--- config.mk ---
export PLATFORM = sky130hd
export DESIGN_NAME = mbc_control_sequencer
export DESIGN_NICKNAME = d
export VERILOG_FILES = /design/src/rtl/mbc_control_sequencer_pkg.sv /design/src/rtl/mbc_control_sequencer_opcode_decoder.sv /design/src/rtl/mbc_control_sequencer.sv
export SDC_FILE = /design/constraint.sdc
export NUM_CORES = 1
export LEC_CHECK = 0
export ABC_AREA = 1
export CAP_MARGIN = 20
export CORE_UTILIZATION = 33
export CTS_BUF_LIST = sky130_fd_sc_hd__clkbuf_16
export CTS_CLUSTER_DIAMETER = 50
export DETAILED_ROUTE_END_ITERATION = 6
export HOLD_SLACK_MARGIN = 0.02
export PLACE_DENSITY = 0.75
export SLEW_MARGIN = 20
export SYNTH_ARGS = -nofsm -noshare
export SYNTH_HDL_FRONTEND = slang
export SYNTH_SLANG_ARGS = --single-unit
--- constraint.sdc ---
create_clock -name clk -period 1.3 [get_ports clk]
set_input_delay 0.195 -clock clk [delete_from_list [all_inputs] [get_ports clk]]
set_output_delay 0.195 -clock clk [all_outputs]
set_load 0.05 [all_outputs]
--- src/rtl/mbc_control_sequencer_pkg.sv ---
// Shared constants for the MBC instruction-cycle sequencer: opcodes, T-state indices,
// SC width and the per-opcode final T-state lookup.
package mbc_ctrl_pkg;

  localparam int SC_W = 4;

  localparam logic [2:0] OP_AND = 3'd0;
  localparam logic [2:0] OP_ADD = 3'd1;
  localparam logic [2:0] OP_LDA = 3'd2;
  localparam logic [2:0] OP_STA = 3'd3;
  localparam logic [2:0] OP_BUN = 3'd4;
  localparam logic [2:0] OP_BSA = 3'd5;
  localparam logic [2:0] OP_ISZ = 3'd6;
  localparam logic [2:0] OP_REG = 3'd7;

  localparam logic [SC_W-1:0] T0 = 4'd0;
  localparam logic [SC_W-1:0] T1 = 4'd1;
  localparam logic [SC_W-1:0] T2 = 4'd2;
  localparam logic [SC_W-1:0] T3 = 4'd3;
  localparam logic [SC_W-1:0] T4 = 4'd4;
  localparam logic [SC_W-1:0] T5 = 4'd5;
  localparam logic [SC_W-1:0] T6 = 4'd6;

  typedef enum logic [1:0] {
    ST_IDLE = 2'd0,
    ST_RUN  = 2'd1,
    ST_INTR = 2'd2
  } seq_state_t;

  function automatic logic [SC_W-1:0] last_t(input logic [2:0] opcode);
    case (opcode)
      OP_REG:         last_t = T3;
      OP_STA, OP_BUN: last_t = T4;
      OP_ISZ:         last_t = T6;
      default:        last_t = T5;
    endcase
  endfunction

endpackage

--- src/rtl/mbc_control_sequencer_opcode_decoder.sv ---
// 3-to-8 one-hot decode of the latched opcode into the D0-D7 lines.
module opcode_decoder (
  input  logic [2:0] opcode,
  output logic [7:0] d
);

  always_comb begin
    d = 8'd1 << opcode;
  end

endmodule

--- src/rtl/mbc_control_sequencer.sv ---
// MBC instruction-cycle sequencer: SC, start/stop flip-flop, T0-T15 and D0-D7 generation.
// Define MBC_INTERRUPT_EN to compile in the three-cycle interrupt (R) cycle.
module mbc_control_sequencer
  import mbc_ctrl_pkg::*;
(
  input  logic        clk,
  input  logic        rst,
  input  logic        start,
  input  logic        ir_i,
  input  logic [2:0]  ir_opcode,
  input  logic [11:0] ir_low,
  input  logic        mem_wait,
  input  logic        ien,
  input  logic        fgi,
  input  logic        fgo,
  output logic [15:0] t,
  output logic [7:0]  d,
  output logic        i_flag,
  output logic        running,
  output logic        halted,
  output logic        instr_done,
  output logic        r_cycle
);

  seq_state_t      state;
  logic [SC_W-1:0] sc;
  logic [2:0]      op_q;
  logic            i_q;
  logic            halted_q;
  logic            final_t;
  logic            hlt_hit;
  logic            irq_req;
  logic            unused_bits;

  assign final_t = (state == ST_RUN) && (sc == last_t(op_q));
  assign hlt_hit = (op_q == OP_REG) && !i_q && ir_low[0];

`ifdef MBC_INTERRUPT_EN
  assign irq_req     = ien & (fgi | fgo);
  assign r_cycle     = (state == ST_INTR);
  assign unused_bits = ^ir_low[11:1];
`else
  assign irq_req     = 1'b0;
  assign r_cycle     = 1'b0;
  assign unused_bits = ^{ir_low[11:1], ien, fgi, fgo};
`endif

  always_ff @(posedge clk or posedge rst) begin
    if (rst) begin
      state    <= ST_IDLE;
      sc       <= T0;
      op_q     <= OP_AND;
      i_q      <= 1'b0;
      halted_q <= 1'b0;
    end else begin
      case (state)
        ST_IDLE: begin
          if (start) begin
            state    <= ST_RUN;
            sc       <= T0;
            halted_q <= 1'b0;
          end
        end
        ST_RUN: begin
          if (!mem_wait) begin
            // IR is stable by T2, so its fields are captured on leaving T2
            if (sc == T2) begin
              op_q <= ir_opcode;
              i_q  <= ir_i;
            end
            if (final_t) begin
              sc <= T0;
              if (hlt_hit) begin
                state    <= ST_IDLE;
                halted_q <= 1'b1;
              end else if (irq_req) begin
                state <= ST_INTR;
              end
            end else begin
              sc <= sc + SC_W'(1);
            end
          end
        end
        ST_INTR: begin
          if (!mem_wait) begin
            if (sc == T2) begin
              sc    <= T0;
              state <= ST_RUN;
            end else begin
              sc <= sc + SC_W'(1);
            end
          end
        end
        default: begin
          state <= ST_IDLE;
          sc    <= T0;
        end
      endcase
    end
  end

  always_comb begin
    t = '0;
    if (state != ST_IDLE) t[sc] = 1'b1;
  end

  assign running    = (state != ST_IDLE);
  assign halted     = halted_q;
  assign i_flag     = i_q;
  assign instr_done = final_t;

  opcode_decoder u_dec (
    .opcode (op_q),
    .d      (d)
  );

endmodule
==> results of run 1 <==
logic make-up after synthesis:
group                    synth area share, %
XOR/XNOR                                2.12
multiplexers                            1.81
buffers and inverters                   12.9
other                                  0.453
adder cells (fa/ha/maj)                 6.05
flip-flops                              30.3
AND/OR/NAND/NOR                         39.6
AO/OA/AOI/OAI                           6.81
through the flow:
step | hold slack [ns] | TNS, ns | cell area [sq um] | util (%) | worst slack, ns
after floorplan | 0.0350 | -3.28 | 1010 | - | -0.273
after global placement | 0.496 | -1.72 | 1820 | 79.3 | -0.203
after detailed placement | 0.503 | -2.22 | 1820 | 79.3 | -0.237
after CTS | 0.248 | -6.75 | 2130 | 92.8 | -0.292
what timing repair did:
item	CTS
setup buffers	9
setup endpoints to repair	35
pin swaps	16
resized for setup	46
==> impl_metrics.toml, run 1 <==
[floorplanning]
rows = 17
dieHeight_um = 52.1
pin_count = 52
die_width_um = 52.1
start_util_pct = 36.0

[yosys]
synthCells = 112
synth.distinct_cells = 26
ys_top_cells_by_area = "dfrtp_1 (30%), nor2_1 (11%), nand2_1 (9.1%)"
yosysWarningCount = 0
synth_area_leader_cell = "dfrtp_1"
yosysTopAreaCellShare_pct = 30.3
ys_seq_elements = 10
synth_edf_count = 0
async_flop_share_pct = 100
synth_nets = 139
syn-cell-area_sq_um = 827
synth_most_common_cell = "nor2_1"
synth_common_cells = "nor2_1 (25), nand2_1 (20), inv_1 (12)"
syn_avg_cell_area_sq_um = 7.38
ys_seq_area_share_pct = 30.3
synthFlopType = "dfrtp_1"

[clock_network]
cts_buffer_depth = 2
root_buffer = "clkbuf_16"
numCtsBuffers = 3
h-tree-depth = 1
cts.sinks = 10
cts_hold_buf = 0

[placed_design]
io_buffers = 36
gp_congestion = 0.792
dp.cells = 196
dp_hpwl_um = 1960

[timing]
endpoint_type = "output port"
worst_endpoint = "instr_done"

[run_status]
outcome = "did not finish"
tool.error = "[ERROR DPL-0038] Utilization greater than 100%, impossible to legalize"
haltStage = "global routing"

[global_route]
grt_max_degree = 11
==> inputs of run 2 (changes only) <==
--- a/config.mk
+++ b/config.mk
@@ -7,12 +7,10 @@
 export LEC_CHECK = 0
 export ABC_AREA = 1
 export CAP_MARGIN = 20
-export CORE_UTILIZATION = 33
-export CTS_BUF_LIST = sky130_fd_sc_hd__clkbuf_16
-export CTS_CLUSTER_DIAMETER = 50
+export CORE_AREA = 2 2 63 65
 export DETAILED_ROUTE_END_ITERATION = 6
-export HOLD_SLACK_MARGIN = 0.02
-export PLACE_DENSITY = 0.75
+export DIE_AREA = 0 0 65 67
+export PLACE_DENSITY_LB_ADDON = 0.15
 export SLEW_MARGIN = 20
 export SYNTH_ARGS = -nofsm -noshare
 export SYNTH_HDL_FRONTEND = slang
==> constraint.sdc (replaced) <==
create_clock -name clk -period 1.7 [get_ports clk]
set_input_delay 0.255 -clock clk [delete_from_list [all_inputs] [get_ports clk]]
set_output_delay 0.255 -clock clk [all_outputs]
set_load 0.05 [all_outputs]
==> impl_metrics.toml, run 2 <==
[placed_design]
gp_congestion = 0.761
dp_hpwl_um = 1860
place_ws_ns = 0.0974
io_buffers = 36

[timing]
fin_ws_ns = 0.0204
hold_viol = 0
setup_violations = 0
fin_setup_tns_ns = 0
rsz0062_at_grt = "yes"
fmax_mhz = 595
drv_slew = 0
fin_skew_ns = 0.000877
fin_crit_sh_pct = 98.8
fin_crit_ns = 1.68

[worst_setup_path]
endpoint = "instr_done"
cp-startpoint = "op_q[2]"
reg2reg_slack_ns = 0.11
cp.required_ns = 1.44
rr_endpoint = "i_flag"
r2r_cells = 7
cp-end-kind = "output port"
r2r-start = "sc[0]"
cp-start-kind = "flip-flop"
path_max_fanout = 4
path_class = "reg -> out"
crit_arrival_ns = 1.42

[final_layout]
layout_commonest_cell = "buf_12"
syn2layout_area_growth_pct = 102
largest-register = "sc"
n_antenna_cell = 0
layout-drive-gt1-share_pct = 54.2
largest_reg_flops = 4
top_regs = "sc: 4 flops, op_q: 3 flops"
fillCellCount = 356
final_cell_mix = "buf_12 (25), nand2_1 (17), inv_1 (11), buf_4 (11), nor2_2 (10)"
fin_nets = 183

[global_route]
met3_usage_pct = 1.86
grt_max_degree = 14
grt_use_met1_pct = 13.0
grt_pass1_vias = 854
track_usage_pct = 11.2
antenna_found_initial = 0
busiest_layer = "met2"
grt_pass1_wl_um = 3820
use_met2_pct = 20.9
overflow = 0

[power]
ir_drop_mv = 0.942
p_leak_nw = 0.729
power_density_mw_per_mm2 = 1920

[yosys]
synth_common_cells = "nor2_1 (25), nand2_1 (20), inv_1 (12)"
ys_seq_area_share_pct = 30.3
syn-cell-area_sq_um = 827
ys_top_cells_by_area = "dfrtp_1 (30%), nor2_1 (11%), nand2_1 (9.1%)"
synthCells = 112
synthFlopType = "dfrtp_1"
synth.distinct_cells = 26
synth_edf_count = 0
synth_area_leader_cell = "dfrtp_1"
yosysTopAreaCellShare_pct = 30.3
async_flop_share_pct = 100
synth_most_common_cell = "nor2_1"
synth_nets = 139
ys_seq_elements = 10
yosysWarningCount = 0
syn_avg_cell_area_sq_um = 7.38

[worst_hold_path]
min-delay-path-class = "in -> async"

[clock_network]
cts_tree = "yes"
cts.sinks = 10
path_clk_slew_ns = 0.05
cts_buffer_depth = 2
numCtsBuffers = 3
root_buffer = "clkbuf_8"
h-tree-depth = 1
cts_hold_buf = 0
insertion_delay_ns = 0.23

[route]
vias = 859
firstDrtPassIters = 5
wl_per_cell_um = 11.2
vias_per_cell = 4.23
drc_errors = 0
drtAntennaViolNets = 0
drtIter0Drc = 21
routed_wirelength_um = 2270

[floorplanning]
core_sq_mm = 0.00361
die_area_sq_mm = 0.00436
dieHeight_um = 67
rows = 22
pin_count = 52
die_width_um = 65
start_util_pct = 22.9

[run_status]
outcome = "finished clean"

[job]
maxCapViolations = 0
run 2: cell counts after synthesis:
No cell type changed its count.
run 2: kinds of logic (layout without fill, tap and decap cells):
family | after synthesis | in the layout | share of synthesized area, %
AOI/OAI and AO/OA | 8 | 8 | 6.81
DFF | 10 | 10 | 30.3
and+or+nand+nor | 66 | 66 | 39.6
xor gates and xnor gates | 2 | 2 | 2.12
adders and majority gates | 4 | 4 | 6.05
muxes | 1 | 1 | 1.81
other | 1 | 1 | 0.453
buffers and inverters | 20 | 63 | 12.9
run 2: layout make-up:
class	count	area [sq um]	area share [%]
multi-input combinational	82	573	34.3
timing repair buffer	45	674	40.3
inverter	14	52.6	3.14
clock buffer	4	55.1	3.29
sequential	10	256	15.3
tap	48	60.1	3.59
run 2: per-layer routing:
layer  routed length, um  share of wire, %  vias to the layer above
li1                    -                 -                      437
met1                 899                40                      396
met2                1260                55                       22
met3                  94               4.1                        4
met4                  15              0.66                        0
met5                   0                 0                        -
run 2: where the power goes:
| part | switching (W) | total [W] | internal, W |
|---|---|---|---|
| clock | 0.0000937 | 0.000297 | 0.000204 |
| combinational | 0.00139 | 0.00237 | 0.000978 |
| sequential | 0.000185 | 0.000538 | 0.000352 |
run 2: how the worst min path moves through the flow:
stage                     depth (start not counted)  endpoint  slack [ns]
after global routing                              2    i_flag        0.35
final                                             2    i_flag        0.32
after detailed placement                          2    halted        0.46
after floorplan                                   1    halted         0.1
after global placement                            2    halted        0.46
after CTS                                         2    i_flag        0.34
run 2: per-stage QoR:
stage	util [%]	instance area [sq um]	total power [W]	cells	hold slack [ns]
finish	46.4	1670	0.00321	203	0.319
global route	46.4	1670	0.00341	203	0.350
CTS	44.5	1600	0.00310	198	0.340
detailed placement	42.6	1540	0.00277	194	0.460
global placement	42.6	1540	0.00274	194	0.460
floorplan	-	898	0.00194	112	0.0951
run 2: timing repair:
action	in CTS	in global routing
setup buffers	0	5
gates resized for setup	6	10
pin swaps	1	10
setup endpoints to repair	13	14
gates cloned	0	0
run 2: critical path: stages (launching register included):
cell	delay [ns]
dfrtp_2	0.42
buf_6	0.14
nand3_1	0.09
nand3_2	0.09
nor2_4	0.12
nand2_2	0.08
nor2_4	0.11
buf_12	0.14
No activity file was read; power rests on OpenSTA's default activity.
